**src/rtl/spike_arbiter_pkg.sv**
```systemverilog
// Shared types and defaults for the spike arbiter: FSM state encoding and
// the default requester count / counter width.
package spike_arbiter_pkg;

  localparam int unsigned NEURON_IN_DEF = 4;
  localparam int unsigned CNT_W_DEF     = 16;

  typedef enum logic [1:0] {
    IDLE  = 2'd0,
    FWD   = 2'd1,
    RLS   = 2'd2,
    UPACK = 2'd3
  } arb_state_e;

  // Index width that stays legal for a single requester.
  function automatic int unsigned idx_width(input int unsigned n);
    return (n > 1) ? $clog2(n) : 1;
  endfunction

endpackage

```
**src/rtl/spike_arbiter_rr_select.sv**
```systemverilog
// Combinational round-robin selector: first set request at or after ptr_i,
// wrapping around the vector.
module rr_select
  import spike_arbiter_pkg::*;
#(
  parameter int unsigned N     = NEURON_IN_DEF,
  parameter int unsigned IDX_W = idx_width(N)
) (
  input  logic [N-1:0]     req_i,
  input  logic [IDX_W-1:0] ptr_i,
  output logic [N-1:0]     gnt_o,
  output logic [IDX_W-1:0] idx_o,
  output logic             valid_o
);

  always_comb begin
    int unsigned j;
    gnt_o   = '0;
    idx_o   = '0;
    valid_o = 1'b0;
    j       = 0;
    for (int unsigned k = 0; k < N; k++) begin
      j = (32'(ptr_i) + k) % N;
      if (!valid_o && req_i[j]) begin
        valid_o  = 1'b1;
        idx_o    = j[IDX_W-1:0];
        gnt_o[j] = 1'b1;
      end
    end
  end

endmodule

```
**src/rtl/spike_arbiter_sync.sv**
```systemverilog
// Generic vector 2-flop synchronizer with synchronous active-low clear.
module spike_arbiter_sync #(
  parameter int unsigned W = 1
) (
  input  logic         clk,
  input  logic         rst_n,
  input  logic [W-1:0] d_i,
  output logic [W-1:0] q_o
);

  logic [W-1:0] meta_q;
  logic [W-1:0] sync_q;

  always_ff @(posedge clk) begin
    if (!rst_n) begin
      meta_q <= '0;
      sync_q <= '0;
    end else begin
      meta_q <= d_i;
      sync_q <= meta_q;
    end
  end

  assign q_o = sync_q;

endmodule

```
**src/rtl/spike_arbiter.sv**
```systemverilog
// Round-robin arbiter bridging NEURON_IN asynchronous 4-phase spike channels
// onto a one-hot downstream request, with a saturating event counter.
module spike_arbiter
  import spike_arbiter_pkg::*;
#(
  parameter int unsigned NEURON_IN = NEURON_IN_DEF,
  parameter int unsigned CNT_W     = CNT_W_DEF
) (
  input  logic                 clk,
  input  logic                 rst_n,
  input  logic [NEURON_IN-1:0] req_in,
  output logic [NEURON_IN-1:0] ack_in,
  output logic [NEURON_IN-1:0] req_out,
  input  logic [NEURON_IN-1:0] ack_out,
  output logic                 busy,
  output logic [CNT_W-1:0]     evt_cnt
);

  localparam int unsigned IDX_W = idx_width(NEURON_IN);

  arb_state_e           state_q;
  logic [IDX_W-1:0]     idx_q;
  logic [IDX_W-1:0]     ptr_q;
  logic [NEURON_IN-1:0] req_out_q;
  logic [NEURON_IN-1:0] ack_in_q;
  logic                 busy_q;
  logic [CNT_W-1:0]     evt_cnt_q;

  logic [NEURON_IN-1:0] req_s;
  logic [NEURON_IN-1:0] ack_s;
  logic [NEURON_IN-1:0] sel_gnt;
  logic [IDX_W-1:0]     sel_idx;
  logic                 sel_valid;

  spike_arbiter_sync #(.W(NEURON_IN)) u_sync_req (
    .clk   (clk),
    .rst_n (rst_n),
    .d_i   (req_in),
    .q_o   (req_s)
  );

  spike_arbiter_sync #(.W(NEURON_IN)) u_sync_ack (
    .clk   (clk),
    .rst_n (rst_n),
    .d_i   (ack_out),
    .q_o   (ack_s)
  );

  rr_select #(.N(NEURON_IN), .IDX_W(IDX_W)) u_rr (
    .req_i   (req_s),
    .ptr_i   (ptr_q),
    .gnt_o   (sel_gnt),
    .idx_o   (sel_idx),
    .valid_o (sel_valid)
  );

  // Outputs are loaded on the same edge as the state change, so each output
  // register always reflects the state it belongs to.
  always_ff @(posedge clk) begin
    if (!rst_n) begin
      state_q   <= IDLE;
      idx_q     <= '0;
      ptr_q     <= '0;
      req_out_q <= '0;
      ack_in_q  <= '0;
      busy_q    <= 1'b0;
      evt_cnt_q <= '0;
    end else begin
      case (state_q)
        IDLE: begin
          if (sel_valid) begin
            idx_q     <= sel_idx;
            req_out_q <= sel_gnt;
            busy_q    <= 1'b1;
            state_q   <= FWD;
          end
        end
        FWD: begin
          if (ack_s[idx_q]) begin
            req_out_q <= '0;
            state_q   <= RLS;
          end
        end
        RLS: begin
          if (!ack_s[idx_q]) begin
            ack_in_q <= NEURON_IN'(1) << idx_q;
            state_q  <= UPACK;
          end
        end
        UPACK: begin
          if (!req_s[idx_q]) begin
            ack_in_q <= '0;
            busy_q   <= 1'b0;
            ptr_q    <= (32'(idx_q) == NEURON_IN - 1) ? '0 : idx_q + IDX_W'(1);
            if (evt_cnt_q != '1) begin
              evt_cnt_q <= evt_cnt_q + CNT_W'(1);
            end
            state_q  <= IDLE;
          end
        end
        default: state_q <= IDLE;
      endcase
    end
  end

  assign req_out = req_out_q;
  assign ack_in  = ack_in_q;
  assign busy    = busy_q;
  assign evt_cnt = evt_cnt_q;

endmodule

```
**config.mk**
```make
export PLATFORM = sky130hd
export DESIGN_NAME = spike_arbiter
export DESIGN_NICKNAME = d
export VERILOG_FILES = /design/src/rtl/spike_arbiter_pkg.sv /design/src/rtl/spike_arbiter_rr_select.sv /design/src/rtl/spike_arbiter_sync.sv /design/src/rtl/spike_arbiter.sv
export SDC_FILE = /design/constraint.sdc
export NUM_CORES = 1
export LEC_CHECK = 0
export BUFFER_PORTS_ARGS = -buffer_cell sky130_fd_sc_hd__buf_2
export CORE_MARGIN = 2
export CORE_UTILIZATION = 55
export CTS_CLUSTER_DIAMETER = 40
export DETAILED_ROUTE_END_ITERATION = 8
export PLACE_DENSITY = 0.73
export SYNTH_ARGS = -nofsm -noshare
export SYNTH_HDL_FRONTEND = slang
export SYNTH_SLANG_ARGS = --single-unit
```
**constraint.sdc**
```tcl
create_clock -name clk -period 3.05 [get_ports clk]
set_input_delay 0 -clock clk [delete_from_list [all_inputs] [get_ports clk]]
set_output_delay 0 -clock clk [all_outputs]
set_load 0.005 [all_outputs]
```
* Yosys cells after proc, flatten, opt, wreduce, memory -nomap -nowiden
Index checks and enable logic that the tools add are counted.
Word-level totals: input port bits 10, word-level logic and storage cells 107, output and inout bits 25, register bits 47
Operators by class: shift-type cells 1, mux-type cells 47, add/sub/neg operators 5, equality and inequality tests 9, bitwise operators 4, magnitude comparators 9, reduce and logical (&&, ||, !) cells 21
Operator list (count):
- 2-to-1 mux 4 bit | 8
- 2-to-1 mux 2 bit | 9
- adder 16 x 1 -> 16 bit (second input constant) | 1
- 2-to-1 mux 1 bit | 16
- inequality test 16 bit (second input constant) | 1
- case mux 4 bit (2 select lines) | 2
- less-than comparator 2 x 3 -> 1 bit (second input constant) | 5
- binary-select mux 1 bit (select 2 bit) | 6
- bitwise OR 4 bit | 3
- AND reduction 3 bit | 4
- demux 1 bit (select 2 bit) | 4
- >= comparator 2 x 1 -> 1 bit (second input constant) | 4
- inequality test 2 bit (second input constant) | 4
- case mux 2 bit (4 select lines) | 1
- logical AND 1 bit | 7
- == test 2 bit (second input constant) | 3
- nonzero test 2 bit | 3
- adder 2 x 1 -> 2 bit (second input constant) | 2
- adder 2 bit (second input constant) | 2
- AND reduction 2 bit | 2
- AND reduction 4 bit | 1
- left shift 1 x 2 -> 4 bit (first input constant) | 1
- logical NOT 1 bit | 3
- == test 2 x 1 -> 1 bit (second input constant) | 1
- 3 further kinds | 3

* Logic depth before layout (Yosys ltp)
word-level depth 14, mapped depth 9, depth with buffers taken out 8

* Modules after synthesis
From an unflattened synthesis, not the netlist that was laid out.
Second synthesis, totals: cell total of the unflattened synthesis 273, area total of the unflattened synthesis 2570.0 sq um
By module, submodules not included:
- spike_arbiter | area each 1730.4 sq um, instances 1, cells an instance 196, sequential area each 620.6 sq um
- spike_arbiter_sync | area each 210.2 sq um, instances 2, cells an instance 16, sequential area each 160.2 sq um
- rr_select | area each 419.2 sq um, instances 1, cells an instance 45, sequential area each 0.0 sq um

* Worst setup path before layout
Ideal clock, no wire load.
path type register -> register, start point reg ptr_q[1], end point reg req_out_q[0] (netlist: req_out[0]), setup time 117 ps, buffers on the path 1, path slack 597 ps, stages on the path, launching flop included 10, data required time 2933 ps, period minus slack after synthesis 2453 ps, arrival time 2336 ps, cell sequence dfxtp_1 clkbuf_1 inv_1 ha_1 mux4_2 inv_1 nor2_1 a222oi_1 o21ai_0 a22o_1
On the way: longest elaborated chain between the ends 14, elaborated cells between the ends (all ways) 52, classes of those cells 3 x add/sub; 8 x order compare; 1 x eq/ne; 26 x mux; 3 x bitwise; 11 x reduce/logical
Ends and longest elaborated chain:
- start, declared | RTL line spike_arbiter.sv:23 | logic [IDX_W-1:0] ptr_q;
- start signal, assigned | RTL line spike_arbiter.sv:94 | ptr_q <= (32'(idx_q) == NEURON_IN - 1) ? '0 : idx_q + IDX_W'(1);
- parallel branches: the longest is 14 deep, another holds less-than comparator 2 x 3 -> 1 bit
- end signal, assigned | RTL line spike_arbiter.sv:73 | req_out_q <= sel_gnt;
- end, declared | RTL line spike_arbiter.sv:24 | logic [NEURON_IN-1:0] req_out_q;
Several ways; the timed one is not identified. The select of a mux whose other input is x is not followed. A chain may end at the register's enable or synchronous reset.

* Worst setup path after layout
start point reg ptr_q[1], end point reg req_out_q[3] (netlist: req_out[3])
Same word-level chain as after synthesis.

==> results.txt <==
Detail-routed net length per standard cell: 13.6 µm. Measured in cells, the most critical reg-to-reg path has a length of 7. After global routing the overflow that remains totals 0.

The dominant synthesized flop cell is sky130_fd_sc_hd__dfxtp_1. The type of element capturing the critical path was a register. Counting every net in the synthesized netlist gives 298. In the post-synthesis netlist, the biggest area contributors are sky130_fd_sc_hd__dfxtp_1 38%, sky130_fd_sc_hd__ha_1 9.1%, sky130_fd_sc_hd__nor2_1 4.7%. After clock tree synthesis, the repair step resized 0 gates. The count of final max-slew check failures is 0. The path class of the tightest hold or removal check is in -> reg. The tool flagged a number of max-cap violations equal to 0. The number of nets at the end of the flow is 337.

TritonCTS built the clock tree. The final clock period utilization by the worst path was 87.6%; the number of vias after detailed routing was 1,998. For this design the static power due to leakage is 1.20 nW.

The logs give 0 ns for the total negative setup slack and 0.849 for the routability-driven placement congestion ratio. Counting flops with a built-in enable in the synthesized netlist gives 0. In this run the standard cell core region covers 4350 µm². Of the cells placed in the final design, the portion with a size suffix greater than 1 is 17.8%. On the worst path, the slowest cell contributes a delay of 0.56 ns.

For this design the ratio of total power to cell area is 549 nW/µm². Tracing the worst setup path back leads to its startpoint at ptr_q[1]$_SDFFE_PN0P_. The run gives 99 as the detailed router's first-iteration violation count. The worst setup path is of the reg -> reg kind. The distinct cell type count of the synthesized netlist came out at 51.

The library cells used most frequently in the layout, excluding fill and tap cells, are 47 x sky130_fd_sc_hd__dfxtp_1, 34 x sky130_fd_sc_hd__buf_2, 31 x sky130_fd_sc_hd__nor2_1, 18 x sky130_fd_sc_hd__and2_1, 18 x sky130_fd_sc_hd__ha_1. Entering global routing, the biggest net connects 24 pins. Summing the sequential cell areas from Yosys gives 37.8% of the chip area. The clock input transition at the sequential cells of the worst setup and hold paths came out at 0.08 ns.

The number of port buffers was 34; the largest vdd supply drop was 0.000347 V. At the pin with the least slew margin, the transition time is 0.550 ns. The run gives 0 as the total DRC errors in the routed layout. The logs give 0 for the number of buffers added for setup after CTS and 0 for the number of setup violations in the final report. After synthesis, the share of cell area in mux cells is 7.29%.

Count of standard-cell rows: 24. The tools report the terminus of the critical flop-to-flop path as req_out[3]$_SDFFE_PN0P_. The cell with the largest stage delay on the worst path was sky130_fd_sc_hd__dfxtp_1. The post-synthesis share of cell area spent on full adders, half adders and majority gates works out to 9.05%.

The run gives 361 as the number of fill cells. Dividing the synthesized area by the synthesized cell count gives 9.21 µm². Initial core utilization: 57.1%. For the count of final hold-check violations, the log shows 0.

Of all flip-flops after synthesis, the portion carrying an async set or reset was 0%. The cell sitting at the root of the clock tree is a sky130_fd_sc_hd__clkbuf_8. The floorplan step set the die width to 71.3 µm. For the finished layout, the period the worst path requires is 2.67 ns.

Across every metal layer, demand over resource in global routing totals 21.5%. The logs give 0 for the antenna cell count and 0 for the Yosys warning count. For the worst-skew pair, the clock arrives at the later sink with an insertion delay of 0.30 ns. Summing every instance area after synthesis gives 2490 µm².

In this run the tightest slew margin relative to its limit is 63.1%. The tools report the number of global-route vias before repair as 1,896. The critical path goes through inv_1, ha_1, mux4_2, a211oi_1, a222oi_1, o21ai_0, a22o_1. The total routed wirelength was 4.90 mm. The number of buffers on the longest clock path is 2, and the HPWL after detailed placement is 3.35 mm. The cell count after synthesis came out at 270.

The most critical setup path has its endpoint at req_out[3]$_SDFFE_PN0P_. Clock tree synthesis inserted a total of 5 buffers. Largest family of logic cells by synthesized area: simple AND/OR/NAND/NOR gates. The worst register-to-register path has a setup slack of 0.38 ns. The deepest level of the CTS H-tree came out at 2.

The count of nets left with antenna violations once routing finished came out at 0. At the worst endpoint, the required time is 3.30 ns. Setup repair after global routing left no endpoint under its margin. The complex-gate fraction of the synthesized area is 13.9%, and the share of Yosys cell area claimed by the top area cell type is 37.8%. The library cell used most frequently in the layout, excluding fill and tap cells, is sky130_fd_sc_hd__dfxtp_1.

The area growth from synthesis to layout is 15.0%. After layout, the design draws a total of 0.00157 W. The type of element launching the critical path was a register. The detail-routed via count per cell was 5.53. The run finished with clean final reports. Of all cell types, the one taking the most synthesized area is sky130_fd_sc_hd__dfxtp_1.

The die covers 5080 µm². Pin placement for this block handled 35 I/O pins. The clock sink total was 47; the simple-gate share of the synthesized area was 22.0%. The final worst clock skew is 0.00721 ns, and the maximum fanout along the worst path is 11.

The die is 71.3 µm tall. The first global-routing pass estimated 8.70 mm of wire. The initial antenna violation count is 0. For this run, the detailed router's first-pass iteration total came to 4. The tools report the startpoint of the worst-slack reg-to-reg timing path as ptr_q[1]$_SDFFE_PN0P_. Worst endpoint data arrival time: 2.92 ns. The synthesized netlist devotes 4.93% of its cell area to XOR and XNOR gates.

In this run, synthesis produced a sequential element count of 47. Based on the critical path, the design can be clocked at up to 374 MHz.
state kept, by name (all words and copies together), names as in the netlist:
register and count:
evt_cnt 16, ack_in 4, req_out 4, u_sync_ack.meta_q 4, u_sync_ack.q_o 4, u_sync_req.meta_q 4, u_sync_req.q_o 4, idx_q 2
ptr_q 2, state_q 2, busy 1
power by group:
part / switching (W) / total, W / internal (W) / leakage, nW
combinational: 0.000234 / 0.000423 / 0.000189 / 0.766
sequential: 0.0000478 / 0.000710 / 0.000662 / 0.383
clock: 0.000199 / 0.000439 / 0.000240 / 0.0513
total: 0.000480 / 0.00157 / 0.00109 / 1.20
through the flow:
stage | std cells | setup slack, ns | hold slack [ns] | utilization, % | cell area, µm²
floorplan | 270 | 0.597 | 0.122 | - | 2490
global placement | 346 | 0.597 | 0.206 | 61.5 | 2680
detailed placement | 346 | 0.449 | 0.208 | 61.5 | 2680
CTS | 361 | 0.417 | 0.0585 | 65.7 | 2860
global route | 361 | 0.126 | 0.0909 | 65.7 | 2860
finish | 361 | 0.378 | 0.0637 | 65.7 | 2860
layout make-up:
type	instances	area [µm²]	share of cell area, %
tap	52	65.1	2.27
clock inverter	1	30.0	1.05
multi-input combinational	195	1420	49.8
timing repair buffer	45	273	9.53
sequential	47	941	32.9
inverter	15	56.3	1.97
clock buffer	6	72.6	2.54
synth_stat cells, types with 9 or more instances:
master	count
sky130_fd_sc_hd__dfxtp_1	47
sky130_fd_sc_hd__nor2_1	31
sky130_fd_sc_hd__and2_1	18
sky130_fd_sc_hd__ha_1	18
sky130_fd_sc_hd__inv_1	14
sky130_fd_sc_hd__o21ai_0	12
sky130_fd_sc_hd__mux2i_1	11
sky130_fd_sc_hd__a21oi_1	10
sky130_fd_sc_hd__xor2_1	10
sky130_fd_sc_hd__clkbuf_1	9
sky130_fd_sc_hd__nand2_1	9
sky130_fd_sc_hd__nand3_1	9
critical path, delay by kind of cell (launching register included):
family	cells	cell delay, ns
AO/OA/AOI/OAI	4	0.95
adder cells (fa/ha/maj)	1	0.37
buffers and inverters	1	0.22
flip-flops	1	0.56
multiplexers	1	0.53
metal layers:
layer / routed length (µm) / global-route usage [%] / part of all wire, %
met5: 0 / 0 / 0
met4: 82 / 8.18 / 1.7
met3: 183 / 3.80 / 3.7
met2: 2270 / 34.8 / 46
met1: 2360 / 28.7 / 48
cells by family (layout without fill, tap and decap cells):
| family | count (synthesis) | count (layout) |
|---|---|---|
| flip-flops | 47 | 47 |
| adder cells (fa/ha/maj) | 18 | 18 |
| AND/OR/NAND/NOR | 101 | 101 |
| AO/OA/AOI/OAI | 48 | 48 |
| multiplexers | 14 | 14 |
| buffers and inverters | 28 | 67 |
| XOR/XNOR | 14 | 14 |
worst min-delay path by stage:
stage                    from                               to  slack [ns]  cells past startpoint
floorplan               rst_n          evt_cnt[3]$_SDFFE_PN0P_        0.12                      1
global placement    req_in[1]  u_sync_req.meta_q[1]$_SDFF_PN0_        0.21                      2
detailed placement  req_in[3]  u_sync_req.meta_q[3]$_SDFF_PN0_        0.21                      2
CTS                     rst_n         evt_cnt[12]$_SDFFE_PN0P_        0.06                      2
global route            rst_n         evt_cnt[12]$_SDFFE_PN0P_        0.09                      2
finish                  rst_n         evt_cnt[12]$_SDFFE_PN0P_        0.06                      2
repair_timing:
action                                  CTS  global route
endpoints found under the setup margin    0             0
hold buffers                              8             0
endpoints found under the hold margin     8             0
Power figures use the tool's default switching activity.
